<file path="config.mk">
export PLATFORM = sky130hd
export DESIGN_NAME = imem_loader
export DESIGN_NICKNAME = d
export VERILOG_FILES = /design/src/rtl/imem_loader.sv
export SDC_FILE = /design/constraint.sdc
export NUM_CORES = 1
export LEC_CHECK = 0
export CAP_MARGIN = 20
export CELL_PAD_IN_SITES_DETAIL_PLACEMENT = 1
export CELL_PAD_IN_SITES_GLOBAL_PLACEMENT = 1
export CORE_UTILIZATION = 40
export CTS_BUF_LIST = sky130_fd_sc_hd__clkbuf_2 sky130_fd_sc_hd__clkbuf_4 sky130_fd_sc_hd__clkbuf_8
export CTS_CLUSTER_DIAMETER = 80
export DETAILED_ROUTE_END_ITERATION = 7
export GPL_TIMING_DRIVEN = 0
export PLACE_DENSITY_LB_ADDON = 0.15
export SYNTH_ARGS = -nofsm -noshare
export SYNTH_HDL_FRONTEND = slang
export SYNTH_SLANG_ARGS = --single-unit
</file>
<file path="constraint.sdc">
create_clock -name clock -period 2.35 [get_ports clock]
set_input_delay 0.47 -clock clock [delete_from_list [all_inputs] [get_ports clock]]
set_output_delay 0.47 -clock clock [all_outputs]
set_load 0.05 [all_outputs]
</file>
<file path="src/rtl/imem_loader.sv">
// rtl/imem_loader.sv - boot-time byte-stream to instruction-memory word writer
module imem_loader #(
    parameter int ADDR_W      = 10,
    parameter int HOLD_CYCLES = 4
) (
    input  logic              clock,
    input  logic              reset,
    input  logic              in_valid,
    input  logic [7:0]        in_data,
    input  logic              in_last,
    output logic              in_ready,
    output logic              imem_we,
    output logic [ADDR_W-1:0] imem_addr,
    output logic [31:0]       imem_wdata,
    output logic              cpu_reset_n,
    output logic              done,
    output logic              error,
    output logic [ADDR_W:0]   word_count
);

    localparam logic [ADDR_W:0] DEPTH    = {1'b1, {ADDR_W{1'b0}}};
    localparam logic [ADDR_W:0] WC_ONE   = (ADDR_W+1)'(1);
    localparam logic [7:0]      HOLD_VAL = 8'(HOLD_CYCLES);

    typedef enum logic [1:0] {S_LOAD, S_HOLD, S_RUN, S_ERROR} state_t;

    state_t            r_state;
    state_t            w_state_next;
    logic [1:0]        r_b;
    logic [23:0]       r_partial;
    logic [7:0]        r_hold_cnt;
    logic              r_in_ready;
    logic              r_we;
    logic [ADDR_W-1:0] r_addr;
    logic [31:0]       r_wdata;
    logic [ADDR_W:0]   r_word_count;

    logic w_accept;
    logic w_word_done;
    logic w_overflow;
    logic w_bad_last;
    logic w_write;

    assign w_accept    = in_valid && r_in_ready && (r_state == S_LOAD);
    assign w_word_done = w_accept && (r_b == 2'd3);
    assign w_overflow  = w_word_done && (r_word_count == DEPTH);
    assign w_bad_last  = w_accept && in_last && (r_b != 2'd3);
    assign w_write     = w_word_done && !w_overflow;

    always_ff @(posedge clock) begin
        if (reset) begin
            r_state <= S_LOAD;
        end else begin
            r_state <= w_state_next;
        end
    end

    always_comb begin
        w_state_next = r_state;
        case (r_state)
            S_LOAD: begin
                if (w_overflow || w_bad_last) begin
                    w_state_next = S_ERROR;
                end else if (w_word_done && in_last) begin
                    w_state_next = S_HOLD;
                end
            end
            S_HOLD: begin
                if (r_hold_cnt == 8'd1) begin
                    w_state_next = S_RUN;
                end
            end
            S_RUN:   w_state_next = S_RUN;
            default: w_state_next = S_ERROR;
        endcase
    end

    // Bytes shift in MSB-first; the 4th byte is appended directly to form the word.
    always_ff @(posedge clock) begin
        if (reset) begin
            r_b          <= 2'd0;
            r_partial    <= 24'd0;
            r_hold_cnt   <= 8'd0;
            r_in_ready   <= 1'b0;
            r_we         <= 1'b0;
            r_addr       <= '0;
            r_wdata      <= 32'd0;
            r_word_count <= '0;
        end else begin
            r_in_ready <= (w_state_next == S_LOAD);
            r_we       <= w_write;
            if (w_accept) begin
                r_b       <= r_b + 2'd1;
                r_partial <= {r_partial[15:0], in_data};
            end
            if (w_write) begin
                r_addr       <= r_word_count[ADDR_W-1:0];
                r_wdata      <= {r_partial, in_data};
                r_word_count <= r_word_count + WC_ONE;
            end
            if (r_state == S_LOAD && w_state_next == S_HOLD) begin
                r_hold_cnt <= HOLD_VAL;
            end else if (r_state == S_HOLD) begin
                r_hold_cnt <= r_hold_cnt - 8'd1;
            end
        end
    end

    assign in_ready    = r_in_ready;
    assign imem_we     = r_we;
    assign imem_addr   = r_addr;
    assign imem_wdata  = r_wdata;
    assign word_count  = r_word_count;
    assign cpu_reset_n = (r_state == S_RUN);
    assign done        = (r_state == S_RUN);
    assign error       = (r_state == S_ERROR);

endmodule

</file>
==> reports/results.tsv, run 1 <==
stage	metric	value	unit
placed_design	placement.io_buffers	68	
min_path	hold_path.class	flop to flop	
power_and_ir_drop	p_sw	0.719	mW
sta	tightest_slew	651	ps
min_path	hp-start	r_b[1]	
sta	unrepaired_setup_endpoints_after_global_routing	false	
flow_run	max_cap_violations	0	
die	dieArea	9660	um2
final_layout	layout_common_cells	91 x sky130_fd_sc_hd__dfxtp_1, 66 x sky130_fd_sc_hd__clkdlybuf4s50_1, 62 x sky130_fd_sc_hd__nand2_1	
die	floorplan.core_area	8850	um2
synthesis	post_synth_simple_gate_area	24.4	%
die	dieWidth	98.3	um
sta	timing_hold_violations_final	0	
die	die_ht	98.3	um
final_layout	final-seq-area	1820	um2
worst_setup_path	rr_startpoint	word_count[0]	
routing	detailedRoute.firstPassIterationCount	6	
die	initial_core_util	41.9	%
grt	grt_first_pass_wirelength	16800	um
die	num_rows	34	
worst_setup_path	path_cells	and2_1, clkdlybuf4s50_1	
synthesis	synth_xor_area_share	2.60	%
power_and_ir_drop	power-per-cell-area	624	nW/um2
synthesis	postSynth.topFlopCell	sky130_fd_sc_hd__dfxtp_1	
power_and_ir_drop	seq_power_share	54.0	%
grt	grt_pass1_vias	3269	
final_layout	design.final.nets	497	
synthesis	yosysSeqAreaShare	49.1	%
clock_tree	clkSlewWorstSetupHoldPaths	80	ps
synthesis	synth-edff-count	0	
final_layout	layout_cell_share_with_drive_strength_beyond_1	15.5	%
routing	avgRoutedWirePerCell	17.3	um
clock_tree	root_buffer_selected_by_cts	sky130_fd_sc_hd__clkbuf_8	
sta	slew_headroom	56.6	%
min_path	min_delay_endpoint	r_b[1]	
worst_setup_path	setup.worst_path.class	flop to output pin	
power_and_ir_drop	total_power	2.96	mW
die	num_io_pins	70	
final_layout	finish.instance_area	4740	um2
synthesis	syn_avg_cell_area	9.25	um2
final_layout	num-fill-cells	1037	
placed_design	gp_routability_congestion	0.828	
routing	totalWireLength	10300	um
clock_tree	numCtsBuffers	9	
worst_setup_path	crit_required	1880	ps
clock_tree	clk-insertion-delay-late	370	ps
placed_design	dpl_cell_area	4520	um2
synthesis	synth-adder-area-share	1.69	%
grt	grt.total_usage	22.1	%
sta	drv_slew	0	
worst_setup_path	reg2reg_to	imem_wdata[8]	
power_and_ir_drop	power.switching_fraction	24.3	%
routing	detail_route.vias_per_cell	5.59	
routing	num_vias	3312	
worst_setup_path	worstSetupStartpointType	flop	
clock_tree	hold_buffers	0	
synthesis	synth-compound-area-share	15.9	%
worst_setup_path	worstPathArrival	1770	ps
grt	grt_start_max_net_pins	15	
power_and_ir_drop	worst_supply_voltage_drop_on_vdd	263	uV
placed_design	place_hpwl	7520	um
power_and_ir_drop	share_clk_of_total_power	38.7	%
power_and_ir_drop	internal_portion_of_total_power	2.24	mW
synthesis	synth.cell_area	3710	um2
final_layout	most_common_cell_after_layout_fill_and_taps_aside	sky130_fd_sc_hd__dfxtp_1	
worst_setup_path	regToRegSetupSlack	170	ps
power_and_ir_drop	comb_power_share	7.3	%
worst_setup_path	cp_max_fo	9	
sta	final.period_utilization	95.3	%
final_layout	multi_input_comb_area	1710	um2
synthesis	synthArstFlopShare	0	%
grt	antenna_violations_before_repair	0	
synthesis	synth.yosys.warnings	0	
synthesis	synth.distinct_cells	38	
synthesis	multiplexer_share_of_the_synthesized_area	1.38	%
routing	antenna_violating_nets_post_route	0	
status	outcome	finished clean	
synthesis	largest_family_of_logic_cells_by_synthesized_area	simple AND/OR/NAND/NOR gates	
sta	achievable-frequency	447	MHz
grt	globalRoute.totalOverflow	0	
clock_tree	tritoncts_clock_tree	done	
worst_setup_path	timing.critical_path.slowest_stage_cell	sky130_fd_sc_hd__clkdlybuf4s50_1	
clock_tree	cts-root-to-sink-buffers	2	
min_path	whs_path_depth	2	
routing	detail_route.iter0.violations	169	
sta	worst_hold_slack	464	ps
synthesis	mappedNetlistNets	418	
synthesis	ys_ff_latch	91	
final_layout	area.growth.synth_to_final	28.0	%
synthesis	syn-instance-count	401	
clock_tree	cts_max_level	3	
sta	clock_skew	10.3	ps
worst_setup_path	max_stage_delay	790	ps
routing	drt_drc_violations_left	0	
worst_setup_path	timing.critical_path.to_type	output pin	
sta	setup_viol	0	
worst_setup_path	reg2reg_depth	8	
clock_tree	cts_num_sinks	91	
final_layout	antenna_cells	0	
power_and_ir_drop	power.leakage	1.62	nW
sta	timing.final.crit_period	2240	ps
## critical path, delay by kind of cell (launching register included)
kind          cells  cell delay [ps]
buf+inv           1              790
flops             1              460
simple gates      1              160
## synth_stat cells, drive strengths merged (5+ instances only)
cell    count  area share [%]
a21oi      31             4.2
a31o       40             9.4
and3        5            0.84
buf        17             2.2
clkbuf     20             2.0
dfxtp      91              49
ha          5             1.7
inv         6            0.61
nand2      62             6.3
nand3       7            0.94
nor2       18             1.8
nor3        7            0.94
nor4        6             1.0
nor4b      36             8.5
xnor2       7             1.7
## worst max-delay path by stage
stage,start,cells after the start,endpoint,slack (ps)
2_1_floorplan,word_count[0],8,imem_addr[0],150
3_3_place_gp,in_valid,7,r_hold_cnt[5],-240
3_5_place_dp,in_valid,7,r_hold_cnt[3],-340
4_1_cts,in_valid,7,r_hold_cnt[3],40
5_1_grt,r_state[1],2,error,30
6_report,r_state[1],2,error,110
## registers in the layout, summed over array words and instances, names as in the netlist
| register | cells |
|---|---|
| word_count | 11 |
| r_b | 2 |
| in_ready | 1 |
| imem_wdata | 32 |
| r_hold_cnt | 8 |
| r_partial | 24 |
| r_state | 2 |
| imem_addr | 10 |
| imem_we | 1 |
## power by group through the flow
stage	combinational (mW)	clock (mW)	sequential, mW
CTS	0.217	1.17	1.60
global route	0.237	1.24	1.60
detailed placement	0.217	0	1.63
global placement	0.209	0	1.63
floorplan	0.137	0	1.63
finish	0.217	1.15	1.60
## final cells by class
class | count | share of cell area, %
multi-input cells | 266 | 36.0
plain buffers | 37 | 3.35
well taps | 108 | 2.85
repair buffers | 68 | 14.3
clock buffers | 13 | 3.64
clock inverters | 3 | 0.949
flip-flops and latches | 91 | 38.4
inverters | 7 | 0.554
## routing by layer
metal  track usage (%)  vias to the layer above  routed length (um)
met3              3.79                       13                 504
met4              6.77                        0                 115
met2              36.0                       80                4830
met1              29.8                     1625                4830
met5                 0                        -                   0
li1                  -                     1594                   -
## stage by stage
stage          setup TNS (ps)  setup WS, ps  instances  utilization [%]
2_1_floorplan               0           146        401                -
3_3_place_gp            -7200          -238        577             51.1
3_5_place_dp            -8690          -342        577             51.1
4_1_cts                     0          43.8        593             53.5
5_1_grt                     0          27.3        593             53.6
6_report                    0           111        593             53.6
## logic make-up (layout without fill, tap and decap cells)
logic type	Yosys count	in the layout
adder cells (fa/ha/maj)	5	5
buffers and inverters	44	128
XOR/XNOR	11	11
multiplexers	5	5
AO/OA/AOI/OAI	83	83
flip-flops	91	91
AND/OR/NAND/NOR	162	162
## repair_timing
action | 4_1_cts | 5_1_grt
setup buffers | 0 | 0
pin swaps | 0 | 0
gates resized for setup | 2 | 3
setup endpoints to repair | 2 | 7
No activity file was read; power rests on OpenSTA's default activity.
==> inputs of run 2 (changes only) <==
--- a/config.mk
+++ b/config.mk
@@ -12,8 +12,10 @@
 export CTS_BUF_LIST = sky130_fd_sc_hd__clkbuf_2 sky130_fd_sc_hd__clkbuf_4 sky130_fd_sc_hd__clkbuf_8
 export CTS_CLUSTER_DIAMETER = 80
 export DETAILED_ROUTE_END_ITERATION = 7
+export DONT_BUFFER_PORTS = 1
 export GPL_TIMING_DRIVEN = 0
 export PLACE_DENSITY_LB_ADDON = 0.15
+export SLEW_MARGIN = 40
 export SYNTH_ARGS = -nofsm -noshare
 export SYNTH_HDL_FRONTEND = slang
 export SYNTH_SLANG_ARGS = --single-unit
==> run 2 against run 1 <==
  * Global-route usage decreased by 0.58 points
  * Die area is the same
  * Sequential share of layout area rose by 6.0 points
  * The flow now finishes with violations (design-rule violations)
  * Critical path depth rose by 4
  * Wire length shrank 3.7%
  * Design area is 13% lower
  * Sequential power barely moved
==> reports/results.tsv, run 2 (synthesized netlist as in run 1, its figures left out) <==
stage	metric	value	unit	change
status	outcome	finished with violations		was finished clean
status	violations_in_the_final_reports	design-rule violations		
die	dieArea	9660	um2	unchanged
final_layout	area.growth.synth_to_final	11.3	%	was 28.0%
clock_tree	root_buffer_selected_by_cts	sky130_fd_sc_hd__clkbuf_8		unchanged
sta	setup_ws	85.5	ps	was 111 ps
final_layout	num-fill-cells	1021		was 1,037
sta	timing_hold_violations_final	0		unchanged
routing	avgRoutedWirePerCell	18.9	um	was 17.3 um
worst_setup_path	setup.worst_path.class	flop to flop		was flop to output pin
placed_design	placed_cells	509		was 577
routing	detail_route.iter0.violations	103		was 169
sta	unrepaired_setup_endpoints_after_global_routing	false		unchanged
clock_tree	clkSlewWorstSetupHoldPaths	90	ps	was 80 ps
routing	antenna_violating_nets_post_route	0		unchanged
clock_tree	clk-insertion-delay-late	360	ps	was 370 ps
final_layout	antenna_cells	0		unchanged
clock_tree	tritoncts_clock_tree	done		unchanged
sta	final.period_utilization	96.4	%	was 95.3%
worst_setup_path	reg2reg_depth	6		was 8
clock_tree	cts-root-to-sink-buffers	2		unchanged
worst_setup_path	timing.critical_path.from	word_count[4]		was r_state[1]
grt	grt_first_pass_wirelength	16300	um	was 16,800 um
final_layout	most_common_cell_after_layout_fill_and_taps_aside	sky130_fd_sc_hd__dfxtp_1		unchanged
clock_tree	post_cts.repair.setup_buffers	0		unchanged
worst_setup_path	reg2reg_to	imem_wdata[14]		was imem_wdata[8]
power_and_ir_drop	power.leakage	1.40	nW	was 1.62 nW
clock_tree	cts_num_sinks	91		unchanged
min_path	whs_path_depth	2		unchanged
die	floorplan.core_area	8850	um2	unchanged
worst_setup_path	cp_max_fo	10		was 9
sta	drv_slew	0		unchanged
final_layout	multi_input_comb_area	1720	um2	was 1710 um2
clock_tree	hold_buffers	0		unchanged
grt	grt_pass1_vias	3141		was 3,269
die	num_rows	34		unchanged
routing	totalWireLength	9900	um	was 10,300 um
min_path	hp-start	in_data[6]		was r_b[1]
sta	tns	0	ps	unchanged
routing	num_vias	2994		was 3,312
sta	setup_viol	0		unchanged
die	die_ht	98.3	um	unchanged
clock_tree	cts_max_level	3		unchanged
placed_design	gp_routability_congestion	0.799		was 0.828
grt	antenna_violations_before_repair	0		unchanged
final_layout	layout_common_cells	86 x sky130_fd_sc_hd__dfxtp_1, 62 x sky130_fd_sc_hd__nand2_1, 40 x sky130_fd_sc_hd__a31o_2		was 91 x sky130_fd_sc_hd__dfxtp_1, 66 x sky130_fd_sc_hd__clkdlybuf4s50_1, 62 x sky130_fd_sc_hd__nand2_1
die	num_io_pins	70		unchanged
grt	globalRoute.totalOverflow	0		unchanged
die	initial_core_util	41.9	%	unchanged
placed_design	place_hpwl	7090	um	was 7520 um
min_path	min_delay_endpoint	r_partial[6]		was r_b[1]
routing	detailedRoute.firstPassIterationCount	6		unchanged
min_path	hold_path.class	primary input to flop		was flop to flop
power_and_ir_drop	worst_supply_voltage_drop_on_vdd	391	uV	was 263 uV
worst_setup_path	crit_required	2610	ps	was 1880 ps
routing	drt_drc_violations_left	1		was 0
grt	grt.total_usage	21.5	%	was 22.1%
routing	detail_route.vias_per_cell	5.70		was 5.59
sta	timing.final.crit_period	2260	ps	was 2240 ps
final_layout	largest_reg_flops	32		unchanged
worst_setup_path	rr_startpoint	word_count[4]		was word_count[0]
placed_design	placement.io_buffers	0		was 68
clock_tree	numCtsBuffers	9		unchanged
sta	clock_skew	8.30	ps	was 10.3 ps
worst_setup_path	worstPathArrival	2520	ps	was 1770 ps
worst_setup_path	regToRegSetupSlack	90	ps	was 170 ps
sta	achievable-frequency	442	MHz	was 447 MHz
final_layout	design.final.nets	429		was 497
power_and_ir_drop	power-per-cell-area	748	nW/um2	was 624 nW/um2
final_layout	final_cells	525		was 593
final_layout	layout_cell_share_with_drive_strength_beyond_1	20.4	%	was 15.5%
sta	tightest_slew	731	ps	was 651 ps
grt	grt_start_max_net_pins	16		was 15
worst_setup_path	worstSetupStartpointType	flop		unchanged
sta	slew_headroom	51.2	%	was 56.6%
clock_tree	cts_resized	7		was 2
flow_run	max_cap_violations	0		unchanged
die	dieWidth	98.3	um	unchanged
final_layout	final-seq-area	1830	um2	was 1820 um2
placed_design	post-place-ws	-265	ps	was -342 ps
worst_setup_path	timing.critical_path.to_type	flop		was output pin
## run 2: how the worst max path moves through the flow
| stage | to | slack, ps | cells past startpoint |
|---|---|---|---|
| detailed placement | imem_wdata[14] | -270 | 8 |
| global route | imem_addr[9] | 1 | 6 |
| CTS | imem_addr[4] | 1 | 7 |
| global placement | r_hold_cnt[6] | -290 | 7 |
| floorplan | imem_addr[0] | 150 | 8 |
| finish | imem_wdata[14] | 90 | 6 |
## run 2: metrics by stage
| stage | power (mW) | hold slack (ps) | util [%] | instance area [um2] |
|---|---|---|---|---|
| finish | 3.09 | 242 | 46.6 | 4130 |
| global route | 3.20 | 236 | 46.6 | 4130 |
| CTS | 3.11 | 227 | 46.4 | 4110 |
| detailed placement | 1.82 | 446 | 43.5 | 3850 |
| global placement | 1.81 | 446 | 43.4 | 3840 |
| floorplan | 1.77 | 432 | - | 3710 |
## run 2: report_power, final
group	internal, mW	switching [mW]
registers	1.57	0.0361
clock network	0.738	0.568
logic	0.0599	0.120
total	2.36	0.724
## run 2: per-layer routing
layer  vias up  track usage (%)  share of wire, %
met2        54             34.7                46
met4         0             7.23              0.94
met3         7             4.22               4.5
li1       1458                -                 -
met1      1475             28.7                48
met5         -                0                 0
## run 2: layout make-up
cell class / count / area share, %
Clock inverter: 6 / 2.70
Sequential cell: 91 / 44.4
Multi-Input combinational cell: 266 / 41.7
Clock buffer: 10 / 3.34
Inverter: 7 / 0.637
Tap cell: 108 / 3.27
Buffer: 37 / 3.91
## run 2: worst max-delay path: stages, from the launching register on
cell and delay (ps):
sky130_fd_sc_hd__dfxtp_1 800, sky130_fd_sc_hd__nor4_2 150, sky130_fd_sc_hd__and3_1 210, sky130_fd_sc_hd__or2_2 280, sky130_fd_sc_hd__clkbuf_1 200, sky130_fd_sc_hd__buf_2 260, sky130_fd_sc_hd__a31o_2 270
==> inputs of run 3 (changes only) <==
--- a/config.mk
+++ b/config.mk
@@ -8,6 +8,7 @@
 export CAP_MARGIN = 20
 export CELL_PAD_IN_SITES_DETAIL_PLACEMENT = 1
 export CELL_PAD_IN_SITES_GLOBAL_PLACEMENT = 1
+export CORE_MARGIN = 2
 export CORE_UTILIZATION = 40
 export CTS_BUF_LIST = sky130_fd_sc_hd__clkbuf_2 sky130_fd_sc_hd__clkbuf_4 sky130_fd_sc_hd__clkbuf_8
 export CTS_CLUSTER_DIAMETER = 80
==> run 3 against run 2 <==
  * The run now ends clean
  * Design area is 0.91% lower
  * Cell count is 0.57% higher
  * Hold slack worse by 10 ps
  * Non-clock buffer count stayed put
  * Core utilization is 1.7 points lower
  * Setup slack better by 24 ps
  * Critical endpoint is now imem_wdata[9]
  * Largest power group unchanged
==> reports/results.tsv, run 3 (synthesized netlist as in run 1, its figures left out) <==
stage	metric	value	unit	change
status	outcome	finished clean		was finished with violations
worst_setup_path	rr_startpoint	word_count[3]		was word_count[4]
clock_tree	tritoncts_clock_tree	done		unchanged
routing	detailedRoute.firstPassIterationCount	4		was 6
min_path	min_delay_endpoint	r_partial[4]		was r_partial[6]
worst_setup_path	critical-path-top-delay-family	flip-flops		unchanged
grt	grt_pass1_vias	3107		was 3,141
sta	drv_slew	0		unchanged
sta	final.period_utilization	95.3	%	was 96.4%
final_layout	most_common_cell_after_layout_fill_and_taps_aside	sky130_fd_sc_hd__dfxtp_1		unchanged
worst_setup_path	worstSetupStartpointType	flop		unchanged
worst_setup_path	timing.critical_path.slowest_stage_cell	sky130_fd_sc_hd__dfxtp_1		unchanged
worst_setup_path	max_stage_delay	780	ps	was 800 ps
min_path	hp-start	in_data[4]		was in_data[6]
worst_setup_path	reg2reg_depth	6		unchanged
min_path	whs_path_depth	2		unchanged
die	dieArea	10100	um2	was 9660 um2
clock_tree	post_cts.repair.setup_buffers	0		unchanged
power_and_ir_drop	power-per-cell-area	707	nW/um2	was 748 nW/um2
final_layout	area.growth.synth_to_final	10.3	%	was 11.3%
worst_setup_path	reg2reg_to	imem_wdata[9]		was imem_wdata[14]
power_and_ir_drop	worst_supply_voltage_drop_on_vdd	310	uV	was 391 uV
clock_tree	clk-insertion-delay-late	360	ps	about the same
final_layout	design.final.nets	429		unchanged
die	dieWidth	100	um	was 98.3 um
die	num_rows	35		was 34
worst_setup_path	timing.critical_path.to_type	flop		unchanged
grt	grt.total_usage	20.3	%	was 21.5%
worst_setup_path	setup.worst_path.class	flop to flop		unchanged
routing	num_vias	3031		was 2,994
final_layout	largest_reg_flops	32		unchanged
clock_tree	cts_num_sinks	91		unchanged
routing	totalWireLength	9850	um	was 9900 um
flow_run	max_cap_violations	0		unchanged
die	floorplan.core_area	9110	um2	was 8850 um2
grt	grt_first_pass_wirelength	16000	um	was 16,300 um
placed_design	gp_routability_congestion	0.777		was 0.799
placed_design	placement.io_buffers	0		unchanged
routing	antenna_violating_nets_post_route	0		unchanged
final_layout	layout_common_cells	84 x sky130_fd_sc_hd__dfxtp_1, 62 x sky130_fd_sc_hd__nand2_1, 40 x sky130_fd_sc_hd__a31o_2		was 86 x sky130_fd_sc_hd__dfxtp_1, 62 x sky130_fd_sc_hd__nand2_1, 40 x sky130_fd_sc_hd__a31o_2
worst_setup_path	path_cells	nor4b_1, and3_1, or2_2, clkbuf_1, buf_2, a31o_2		was nor4_2, and3_1, or2_2, clkbuf_1, buf_2, a31o_2
sta	timing_hold_violations_final	0		unchanged
worst_setup_path	critPathBufInv	2		unchanged
clock_tree	clkSlewWorstSetupHoldPaths	90	ps	about the same
clock_tree	cts_max_level	3		unchanged
clock_tree	hold_buffers	0		unchanged
routing	avgRoutedWirePerCell	18.6	um	was 18.9 um
placed_design	place_hpwl	7160	um	was 7090 um
sta	setup_ws	110	ps	was 85.5 ps
sta	timing.final.crit_period	2240	ps	was 2260 ps
final_layout	layout_cell_share_with_drive_strength_beyond_1	20.6	%	was 20.4%
routing	detail_route.vias_per_cell	5.74		was 5.70
final_layout	antenna_cells	0		unchanged
placed_design	post-place-ws	-262	ps	was -265 ps
die	die_ht	100	um	was 98.3 um
routing	detail_route.iter0.violations	121		was 103
sta	achievable-frequency	446	MHz	was 442 MHz
worst_setup_path	crit_required	2620	ps	was 2610 ps
worst_setup_path	cp_max_fo	10		unchanged
worst_setup_path	regToRegSetupSlack	110	ps	was 90 ps
sta	clock_skew	12.0	ps	was 8.30 ps
clock_tree	root_buffer_selected_by_cts	sky130_fd_sc_hd__clkbuf_8		unchanged
worst_setup_path	worstPathArrival	2510	ps	was 2520 ps
grt	antenna_violations_before_repair	0		unchanged
power_and_ir_drop	power.leakage	1.39	nW	was 1.40 nW
die	initial_core_util	40.7	%	was 41.9%
min_path	hold_path.class	primary input to flop		unchanged
die	num_io_pins	70		unchanged
clock_tree	cts-root-to-sink-buffers	2		unchanged
routing	drt_drc_violations_left	0		was 1
sta	slew_headroom	53.1	%	was 51.2%
sta	tightest_slew	703	ps	was 731 ps
clock_tree	numCtsBuffers	9		unchanged
sta	unrepaired_setup_endpoints_after_global_routing	false		unchanged
grt	grt_start_max_net_pins	17		was 16
final_layout	finish.utilization	44.9	%	was 46.6%
sta	setup_viol	0		unchanged
grt	globalRoute.totalOverflow	0		unchanged
## run 3: cell types whose count changed in the layout (fill, tap and decap cells not counted)
cell	delta
sky130_fd_sc_hd__clkinv_2	-1
sky130_fd_sc_hd__dfxtp_2	+2
sky130_fd_sc_hd__nor4b_1	+1
sky130_fd_sc_hd__bufinv_16	-2
sky130_fd_sc_hd__clkinv_4	+4
sky130_fd_sc_hd__dfxtp_1	-2
sky130_fd_sc_hd__nor4b_2	-1
sky130_fd_sc_hd__clkinvlp_4	-1
## run 3: cell type report
type	instances	area, um2
Fill cell	1081	5020
Sequential cell	91	1840
Multi-Input combinational cell	266	1720
Buffer	37	161
Tap cell	111	139
Clock buffer	10	138
Clock inverter	6	73.8
Inverter	7	26.3
## run 3: worst max-delay path by stage
stage / start / endpoint / slack [ps] / cells past startpoint
4_1_cts: word_count[4] / imem_addr[5] / 30 / 6
6_report: word_count[3] / imem_wdata[9] / 110 / 6
3_5_place_dp: word_count[0] / imem_wdata[13] / -260 / 8
2_1_floorplan: word_count[0] / imem_addr[0] / 150 / 8
5_1_grt: word_count[0] / imem_wdata[13] / 10 / 8
3_3_place_gp: word_count[0] / r_hold_cnt[6] / -280 / 7
## run 3: per-stage QoR
step                power [mW]  TNS, ps  std cells  hold WS (ps)  cell area (um2)
floorplan                 1.77        0        401           432             3710
global placement          1.81    -8880        512           445             3850
detailed placement        1.82    -9600        512           451             3850
CTS                       2.94        0        528           212             4080
global route              3.02        0        528           222             4090
finish                    2.89        0        528           232             4090
## run 3: worst reg2reg max path, cell delays in order (launching register included)
cell and delay, ps:
sky130_fd_sc_hd__dfxtp_1 780, sky130_fd_sc_hd__nor4b_1 140, sky130_fd_sc_hd__and3_1 230, sky130_fd_sc_hd__or2_2 270, sky130_fd_sc_hd__clkbuf_1 210, sky130_fd_sc_hd__buf_2 260, sky130_fd_sc_hd__a31o_2 270
## run 3: what timing repair did
item	in CTS	in global routing
hold endpoints to repair	0	0
resized for setup	7	7
setup endpoints to repair	52	40
## run 3: metal layers
metal | global-route usage (%) | routed length, um | vias up
met5 | 0 | 0 | -
met4 | 6.32 | 107 | 0
met3 | 5.01 | 484 | 11
met2 | 32.4 | 4580 | 55
met1 | 27.1 | 4680 | 1489
li1 | - | - | 1476
## run 3: where the power goes
group | switching, mW | leakage [nW] | internal (mW)
Clock | 0.577 | 0.107 | 0.532
Sequential | 0.0362 | 0.739 | 1.57
Combinational | 0.120 | 0.541 | 0.0601
